<file path="config.mk">
export PLATFORM = sky130hd
export DESIGN_NAME = ram_arbiter
export DESIGN_NICKNAME = d
export VERILOG_FILES = /design/src/rtl/ram_arbiter.sv
export SDC_FILE = /design/constraint.sdc
export NUM_CORES = 1
export LEC_CHECK = 0
export ABC_CLOCK_PERIOD_IN_PS = 3610
export BUFFER_PORTS_ARGS = -buffer_cell sky130_fd_sc_hd__buf_2
export CORE_AREA = 2 2 133 135
export DETAILED_ROUTE_END_ITERATION = 8
export DIE_AREA = 0 0 135 137
export SETUP_SLACK_MARGIN = 0.02
export SLEW_MARGIN = 20
export SYNTH_ARGS = -nofsm -noshare
export SYNTH_HDL_FRONTEND = slang
export SYNTH_SLANG_ARGS = --single-unit
</file>
<file path="constraint.sdc">
create_clock -name clk -period 3.61 [get_ports clk]
set_input_delay 0.722 -clock clk [delete_from_list [all_inputs] [get_ports clk]]
set_output_delay 0.722 -clock clk [all_outputs]
set_load 0.05 [all_outputs]
</file>
<file path="src/rtl/ram_arbiter.sv">
// ram_arbiter: shares one single-ported RAM between an instruction-cache
// refill port (read only) and a data-cache port (read/write). Round-robin
// arbitration on contention, one transaction at a time, registered RAM
// strobes, and a bounded wait with a timeout error pulse.
module ram_arbiter #(
  parameter int WIDTH   = 32,
  parameter int TIMEOUT = 255
) (
  input  logic             clk,
  input  logic             rst,
  // instruction cache
  input  logic             i_ic_req,
  input  logic [WIDTH-1:0] i_ic_addr,
  output logic [WIDTH-1:0] o_ic_data,
  output logic             o_ic_ack,
  // data cache
  input  logic             i_dc_req,
  input  logic             i_dc_we,
  input  logic [WIDTH-1:0] i_dc_addr,
  input  logic [WIDTH-1:0] i_dc_wdata,
  output logic [WIDTH-1:0] o_dc_rdata,
  output logic             o_dc_ack,
  // RAM
  output logic             o_ram_en,
  output logic             o_ram_we,
  output logic [WIDTH-1:0] o_ram_addr,
  output logic [WIDTH-1:0] o_ram_wdata,
  input  logic [WIDTH-1:0] i_ram_rdata,
  input  logic             i_ram_ready,
  // status
  output logic             o_busy,
  output logic             o_err,
  output logic             o_err_src
);

  typedef enum logic [1:0] {
    IDLE   = 2'd0,
    GNT_IC = 2'd1,
    GNT_DC = 2'd2
  } state_e;

  // Wait counter is 8 bits wide, so TIMEOUT is expected to be 1..255.
  localparam logic [7:0] TIMEOUT_CNT = 8'(TIMEOUT);

  state_e           state_q, state_d;
  logic             last_grant_q, last_grant_d;   // 0 = IC, 1 = DC
  logic [7:0]       wait_cnt_q, wait_cnt_d;
  logic             ram_en_q, ram_en_d;
  logic             ram_we_q, ram_we_d;
  logic [WIDTH-1:0] ram_addr_q, ram_addr_d;
  logic [WIDTH-1:0] ram_wdata_q, ram_wdata_d;
  logic [WIDTH-1:0] ic_data_q, ic_data_d;
  logic [WIDTH-1:0] dc_rdata_q, dc_rdata_d;
  logic             ic_ack_q, ic_ack_d;
  logic             dc_ack_q, dc_ack_d;
  logic             err_q, err_d;
  logic             err_src_q, err_src_d;

  logic timeout_hit;
  assign timeout_hit = (wait_cnt_q == TIMEOUT_CNT);

  // State and all registered outputs; reset clears everything so every output reads 0.
  always_ff @(posedge clk or negedge rst) begin
    if (!rst) begin
      state_q      <= IDLE;
      last_grant_q <= 1'b0;
      wait_cnt_q   <= '0;
      ram_en_q     <= 1'b0;
      ram_we_q     <= 1'b0;
      ram_addr_q   <= '0;
      ram_wdata_q  <= '0;
      ic_data_q    <= '0;
      dc_rdata_q   <= '0;
      ic_ack_q     <= 1'b0;
      dc_ack_q     <= 1'b0;
      err_q        <= 1'b0;
      err_src_q    <= 1'b0;
    end else begin
      // NOTE: non-blocking assignments so every register samples pre-edge values.
      state_q      <= state_d;
      last_grant_q <= last_grant_d;
      wait_cnt_q   <= wait_cnt_d;
      ram_en_q     <= ram_en_d;
      ram_we_q     <= ram_we_d;
      ram_addr_q   <= ram_addr_d;
      ram_wdata_q  <= ram_wdata_d;
      ic_data_q    <= ic_data_d;
      dc_rdata_q   <= dc_rdata_d;
      ic_ack_q     <= ic_ack_d;
      dc_ack_q     <= dc_ack_d;
      err_q        <= err_d;
      err_src_q    <= err_src_d;
    end
  end

  // Next state: arbitrate in IDLE, leave a grant state on ready or timeout.
  always_comb begin
    // NOTE: default assignment first so no path leaves state_d unassigned (no latch).
    state_d = state_q;
    unique case (state_q)
      IDLE: begin
        if (i_ic_req && i_dc_req) state_d = last_grant_q ? GNT_IC : GNT_DC;
        else if (i_ic_req)        state_d = GNT_IC;
        else if (i_dc_req)        state_d = GNT_DC;
      end
      GNT_IC, GNT_DC: begin
        if (i_ram_ready || timeout_hit) state_d = IDLE;
      end
      default: state_d = IDLE;
    endcase
  end

  // Output/datapath next values: latch request on grant, finish on ready, else count or time out.
  always_comb begin
    ram_en_d     = ram_en_q;
    ram_we_d     = ram_we_q;
    ram_addr_d   = ram_addr_q;
    ram_wdata_d  = ram_wdata_q;
    ic_data_d    = ic_data_q;
    dc_rdata_d   = dc_rdata_q;
    wait_cnt_d   = wait_cnt_q;
    last_grant_d = last_grant_q;
    err_src_d    = err_src_q;
    ic_ack_d     = 1'b0;
    dc_ack_d     = 1'b0;
    err_d        = 1'b0;

    if (state_q == IDLE) begin
      if (state_d != IDLE) begin
        wait_cnt_d  = '0;
        ram_en_d    = 1'b1;
        ram_we_d    = (state_d == GNT_DC) && i_dc_we;
        ram_addr_d  = (state_d == GNT_DC) ? i_dc_addr : i_ic_addr;
        ram_wdata_d = (state_d == GNT_DC) ? i_dc_wdata : '0;
      end
    end else if (i_ram_ready) begin
      // Ready wins over a coincident timeout.
      ram_en_d     = 1'b0;
      ram_we_d     = 1'b0;
      wait_cnt_d   = '0;
      last_grant_d = (state_q == GNT_DC);
      if (state_q == GNT_IC) begin
        ic_ack_d  = 1'b1;
        ic_data_d = i_ram_rdata;
      end else begin
        dc_ack_d = 1'b1;
        if (!ram_we_q) dc_rdata_d = i_ram_rdata;
      end
    end else if (timeout_hit) begin
      ram_en_d     = 1'b0;
      ram_we_d     = 1'b0;
      wait_cnt_d   = '0;
      last_grant_d = (state_q == GNT_DC);
      err_d        = 1'b1;
      err_src_d    = (state_q == GNT_DC);
    end else begin
      wait_cnt_d = wait_cnt_q + 8'd1;
    end
  end

  assign o_ram_en    = ram_en_q;
  assign o_ram_we    = ram_we_q;
  assign o_ram_addr  = ram_addr_q;
  assign o_ram_wdata = ram_wdata_q;
  assign o_ic_data   = ic_data_q;
  assign o_ic_ack    = ic_ack_q;
  assign o_dc_rdata  = dc_rdata_q;
  assign o_dc_ack    = dc_ack_q;
  assign o_err       = err_q;
  assign o_err_src   = err_src_q;
  assign o_busy      = (state_q != IDLE);

endmodule

</file>
==> metrics.txt <==
# TYPE chip_impl_metric gauge
chip_impl_info{name="run_status",value="finished, final reports clean"} 1
chip_impl_metric{name="max_slew.worst_pin.slew",unit="ns"} 1.02
chip_impl_metric{name="grt_start_max_net_pins",unit=""} 90
chip_impl_metric{name="regToRegSetupSlack",unit="ns"} 0.78
chip_impl_metric{name="synthesis.yosys.warnings",unit=""} 0
chip_impl_info{name="layout.cells.most_common_list",value="buf_2, dfrtp_1, nand2_1, mux2_1, inv_1"} 1
chip_impl_metric{name="syn_avg_cell_area",unit="µm²"} 11.7
chip_impl_metric{name="cts_hold_buf",unit=""} 0
chip_impl_metric{name="diodes",unit=""} 0
chip_impl_metric{name="numPortBuffers",unit=""} 268
chip_impl_info{name="cpMaxStageDelayCell",value="dfrtp_1"} 1
chip_impl_metric{name="wl_per_cell",unit="µm"} 15.0
chip_impl_metric{name="syn_to_final_growth",unit="%"} 33.3
chip_impl_metric{name="postCtsSetupRepairBufs",unit=""} 0
chip_impl_metric{name="remaining_drc_errors",unit=""} 0
chip_impl_info{name="cp-start-kind",value="flip-flop"} 1
chip_impl_info{name="hold_path.class",value="in -> async"} 1
chip_impl_metric{name="worst_clock_skew",unit="ns"} 0.0101
chip_impl_info{name="reg2reg_from",value="state_q[1]"} 1
chip_impl_metric{name="routed-via-count",unit=""} 4792
chip_impl_metric{name="report.final.hold_viol_count",unit=""} 0
chip_impl_metric{name="routed_via_density",unit=""} 4.58
chip_impl_metric{name="initial_utilization",unit=""} 0.372
chip_impl_metric{name="post_cts.resized_instances",unit=""} 0
chip_impl_metric{name="placement_row_count",unit=""} 48
chip_impl_metric{name="antenna_left",unit=""} 0
chip_impl_metric{name="utilization",unit=""} 0.496
chip_impl_metric{name="cts_sinks",unit=""} 145
chip_impl_metric{name="post_synthesis_instance_total",unit=""} 543
chip_impl_info{name="timing.critical_path.max_delay_family",value="compound AO/OA/AOI/OAI gates"} 1
chip_impl_metric{name="design.core.area",unit="µm²"} 17100
chip_impl_metric{name="grt_overflow_total",unit=""} 0
chip_impl_metric{name="leakagePower",unit="nW"} 4.33
chip_impl_metric{name="synth_seq_cells",unit=""} 145
chip_impl_metric{name="synthesized_netlist_net_count",unit=""} 682
chip_impl_metric{name="timing.final.setup_violations",unit=""} 0
chip_impl_metric{name="wirelength",unit="mm"} 15.7
chip_impl_metric{name="layout_cell_share_with_drive_strength_beyond_1",unit=""} 0.418
chip_impl_metric{name="groute.usage.overall",unit=""} 0.170
chip_impl_metric{name="netlist-cell-type-count",unit=""} 37
chip_impl_metric{name="first_pass_iters",unit=""} 4
chip_impl_metric{name="clk_pin_slew",unit="ns"} 0.06
chip_impl_metric{name="fmaxAchievable",unit="MHz"} 353
chip_impl_metric{name="final_nets",unit=""} 949
chip_impl_metric{name="timing.max_cap.violations",unit=""} 0
chip_impl_metric{name="cts_buffers",unit=""} 17
chip_impl_metric{name="io_pins",unit=""} 269
chip_impl_info{name="timing.critical_path.to_type",value="flip-flop"} 1
chip_impl_metric{name="reg2regPathDepth",unit=""} 8
chip_impl_metric{name="aggregate_negative_setup_slack",unit="ns"} 0
chip_impl_metric{name="crit_required",unit="ns"} 3.90
chip_impl_metric{name="die_width",unit="µm"} 135
chip_impl_metric{name="worstPathBufferInverterCount",unit=""} 3
chip_impl_metric{name="dr.first_iter.drc_count",unit=""} 132
chip_impl_metric{name="fp.dieArea",unit="µm²"} 18500
chip_impl_metric{name="clock_path_buffers",unit=""} 2
chip_impl_metric{name="htree_num_levels",unit=""} 4
chip_impl_metric{name="placement.setup.worst_slack",unit="ns"} 0.602
chip_impl_metric{name="final.period_utilization",unit=""} 0.784
chip_impl_metric{name="irDropWorstVdd",unit="µV"} 542
chip_impl_metric{name="synth.yosys.seq_area_share",unit=""} 0.572
chip_impl_info{name="unrepaired_setup_endpoints_after_global_routing",value="no"} 1
chip_impl_metric{name="timing.critical_path.slowest_cell_delay",unit="ns"} 0.43
chip_impl_metric{name="design_area",unit="µm²"} 8460
chip_impl_metric{name="clk_latency",unit="ns"} 0.42
chip_impl_metric{name="chipHeight",unit="µm"} 137
chip_impl_info{name="timing_worst_setup_path_type",value="reg -> reg"} 1
chip_impl_metric{name="cp_data_arrival_time",unit="ns"} 3.12
chip_impl_metric{name="final.min_clock_period",unit="ns"} 2.83
chip_impl_metric{name="synth.cell_area",unit="µm²"} 6350
chip_impl_metric{name="crit_fanout",unit=""} 65
chip_impl_metric{name="setup_ws",unit="ns"} 0.779
chip_impl_info{name="clk_root_buffer_cell",value="clkbuf_16"} 1
chip_impl_metric{name="dpl.hpwl",unit="mm"} 11.1
chip_impl_metric{name="timing.final.max_slew_violations",unit=""} 0
chip_impl_metric{name="detailed_place.area",unit="µm²"} 7880
chip_impl_info{name="regToRegEndpoint",value="o_ram_addr[30]"} 1
chip_impl_info{name="crit_chain",value="inv_1 -> ha_1 -> inv_1 -> a21oi_1 -> nor3_1 -> a211oi_4 -> buf_12 -> mux2_2"} 1
chip_impl_metric{name="vias_in_the_first_global_route",unit=""} 4829
chip_impl_metric{name="power_density",unit="nW/µm²"} 1090
chip_impl_metric{name="grt_pass1_wl",unit="mm"} 24.4
chip_impl_info{name="mostFrequentLayoutCell",value="buf_2"} 1
chip_impl_metric{name="rd_place_congestion",unit=""} 0.762
chip_impl_info{name="path_common_cell",value="inv_1"} 1
chip_impl_metric{name="slew_headroom",unit=""} 0.315
chip_impl_metric{name="num-fill-cells",unit=""} 1585
chip_impl_metric{name="number_of_antenna_violations_at_the_first_check_in_global_routing",unit=""} 2
chip_impl_info{name="tritoncts_clock_tree",value="done"} 1
==> registers in the layout, indices dropped and copies added, names as in the netlist <==
register      flops
o_ram_addr       32
o_dc_ack          1
o_dc_rdata       32
o_ic_ack          1
last_grant_q      1
o_err_src         1
o_ram_we          1
wait_cnt_q        8
o_ram_en          1
o_err             1
o_ram_wdata      32
o_ic_data        32
state_q           2
==> where the power goes <==
group          total, W  leakage, nW  switching, W  internal (W)
Sequential      0.00261         1.81      0.000319       0.00229
Combinational   0.00493         2.24       0.00353       0.00140
Clock           0.00171        0.280      0.000676       0.00103
==> worst reg2reg max path: stages (launching register included) <==
cell and delay [ns]:
dfrtp_1 0.43, inv_1 0.10, ha_1 0.34, inv_1 0.19
a21oi_1 0.38, nor3_1 0.17, a211oi_4 0.30, buf_12 0.34
mux2_2 0.47
==> worst max-delay path by stage <==
| stage | slack, ns | cells after the start | startpoint | to |
|---|---|---|---|---|
| after floorplan | 0.87 | 10 | state_q[0] | o_ram_addr[31] |
| after global placement | 0.69 | 7 | i_ic_req | o_ram_addr[17] |
| after detailed placement | 0.60 | 7 | i_ic_req | o_ram_addr[15] |
| after CTS | 0.80 | 8 | state_q[0] | o_ram_addr[30] |
| after global routing | 0.57 | 8 | state_q[1] | o_ram_addr[19] |
| final | 0.78 | 8 | state_q[1] | o_ram_addr[30] |
==> Yosys cell counts <==
master | n | area (µm²)
dfrtp_1 | 145 | 3630
nand2_1 | 135 | 507
mux2_1 | 64 | 721
inv_1 | 43 | 161
mux2_2 | 34 | 383
mux2i_1 | 33 | 330
nor2_1 | 8 | 30.0
buf_4 | 7 | 52.6
buf_6 | 7 | 78.8
clkbuf_1 | 7 | 26.3
buf_2 | 6 | 30.0
o21ai_1 | 6 | 30.0
a21oi_1 | 5 | 25.0
ha_1 | 5 | 62.6
nand3_1 | 5 | 25.0
a211oi_1 | 3 | 22.5
a31oi_1 | 3 | 18.8
and3_1 | 3 | 18.8
nor3_1 | 3 | 15.0
a41oi_1 | 2 | 17.5
nor2b_1 | 2 | 12.5
o21ai_0 | 2 | 10.0
a2111oi_4 | 1 | 27.5
a211o_1 | 1 | 8.76
a211oi_4 | 1 | 20.0
a21boi_0 | 1 | 7.51
a22oi_1 | 1 | 7.51
a32oi_1 | 1 | 8.76
and2_1 | 1 | 6.26
and4_1 | 1 | 8.76
buf_1 | 1 | 3.75
nor3b_1 | 1 | 7.51
o211ai_1 | 1 | 7.51
o21bai_1 | 1 | 7.51
o22a_1 | 1 | 8.76
or2_2 | 1 | 6.26
or3_1 | 1 | 6.26
==> area by class of cell <==
| type | count | area, µm² | area share |
|---|---|---|---|
| multi-input cells | 327 | 2380 | 0.281 |
| clock buffers | 19 | 443 | 0.0524 |
| inverters | 43 | 161 | 0.0191 |
| flip-flops and latches | 145 | 3630 | 0.429 |
| repair buffers | 276 | 1430 | 0.169 |
| well taps | 225 | 282 | 0.0333 |
| clock inverters | 12 | 134 | 0.0158 |
==> metal layers <==
metal | vias to the layer above | track usage | share of wire | wire length [µm]
li1 | 2335 | - | - | -
met4 | 2 | 0.0590 | 0.015 | 230
met2 | 205 | 0.279 | 0.46 | 7220
met5 | - | 0 | 0.00083 | 13
met1 | 2230 | 0.205 | 0.42 | 6630
met3 | 20 | 0.0670 | 0.10 | 1570
==> stage by stage <==
stage,std cells,power [W],hold slack (ns)
2_1_floorplan,543,0.00652,0.426
3_3_place_gp,1016,0.00758,0.454
3_5_place_dp,1016,0.00762,0.458
4_1_cts,1047,0.00938,0.408
5_1_grt,1047,0.00975,0.462
6_report,1047,0.00926,0.380
==> cells by family (layout without fill, tap and decap cells) <==
family	after synthesis	after routing	synth area share
AOI/OAI and AO/OA	30	30	0.0359
adders and majority gates	5	5	0.00985
buffers and inverters	71	350	0.0556
DFF	145	145	0.572
muxes	131	131	0.226
and+or+nand+nor	161	161	0.101
(Power assumes the default switching activity.)
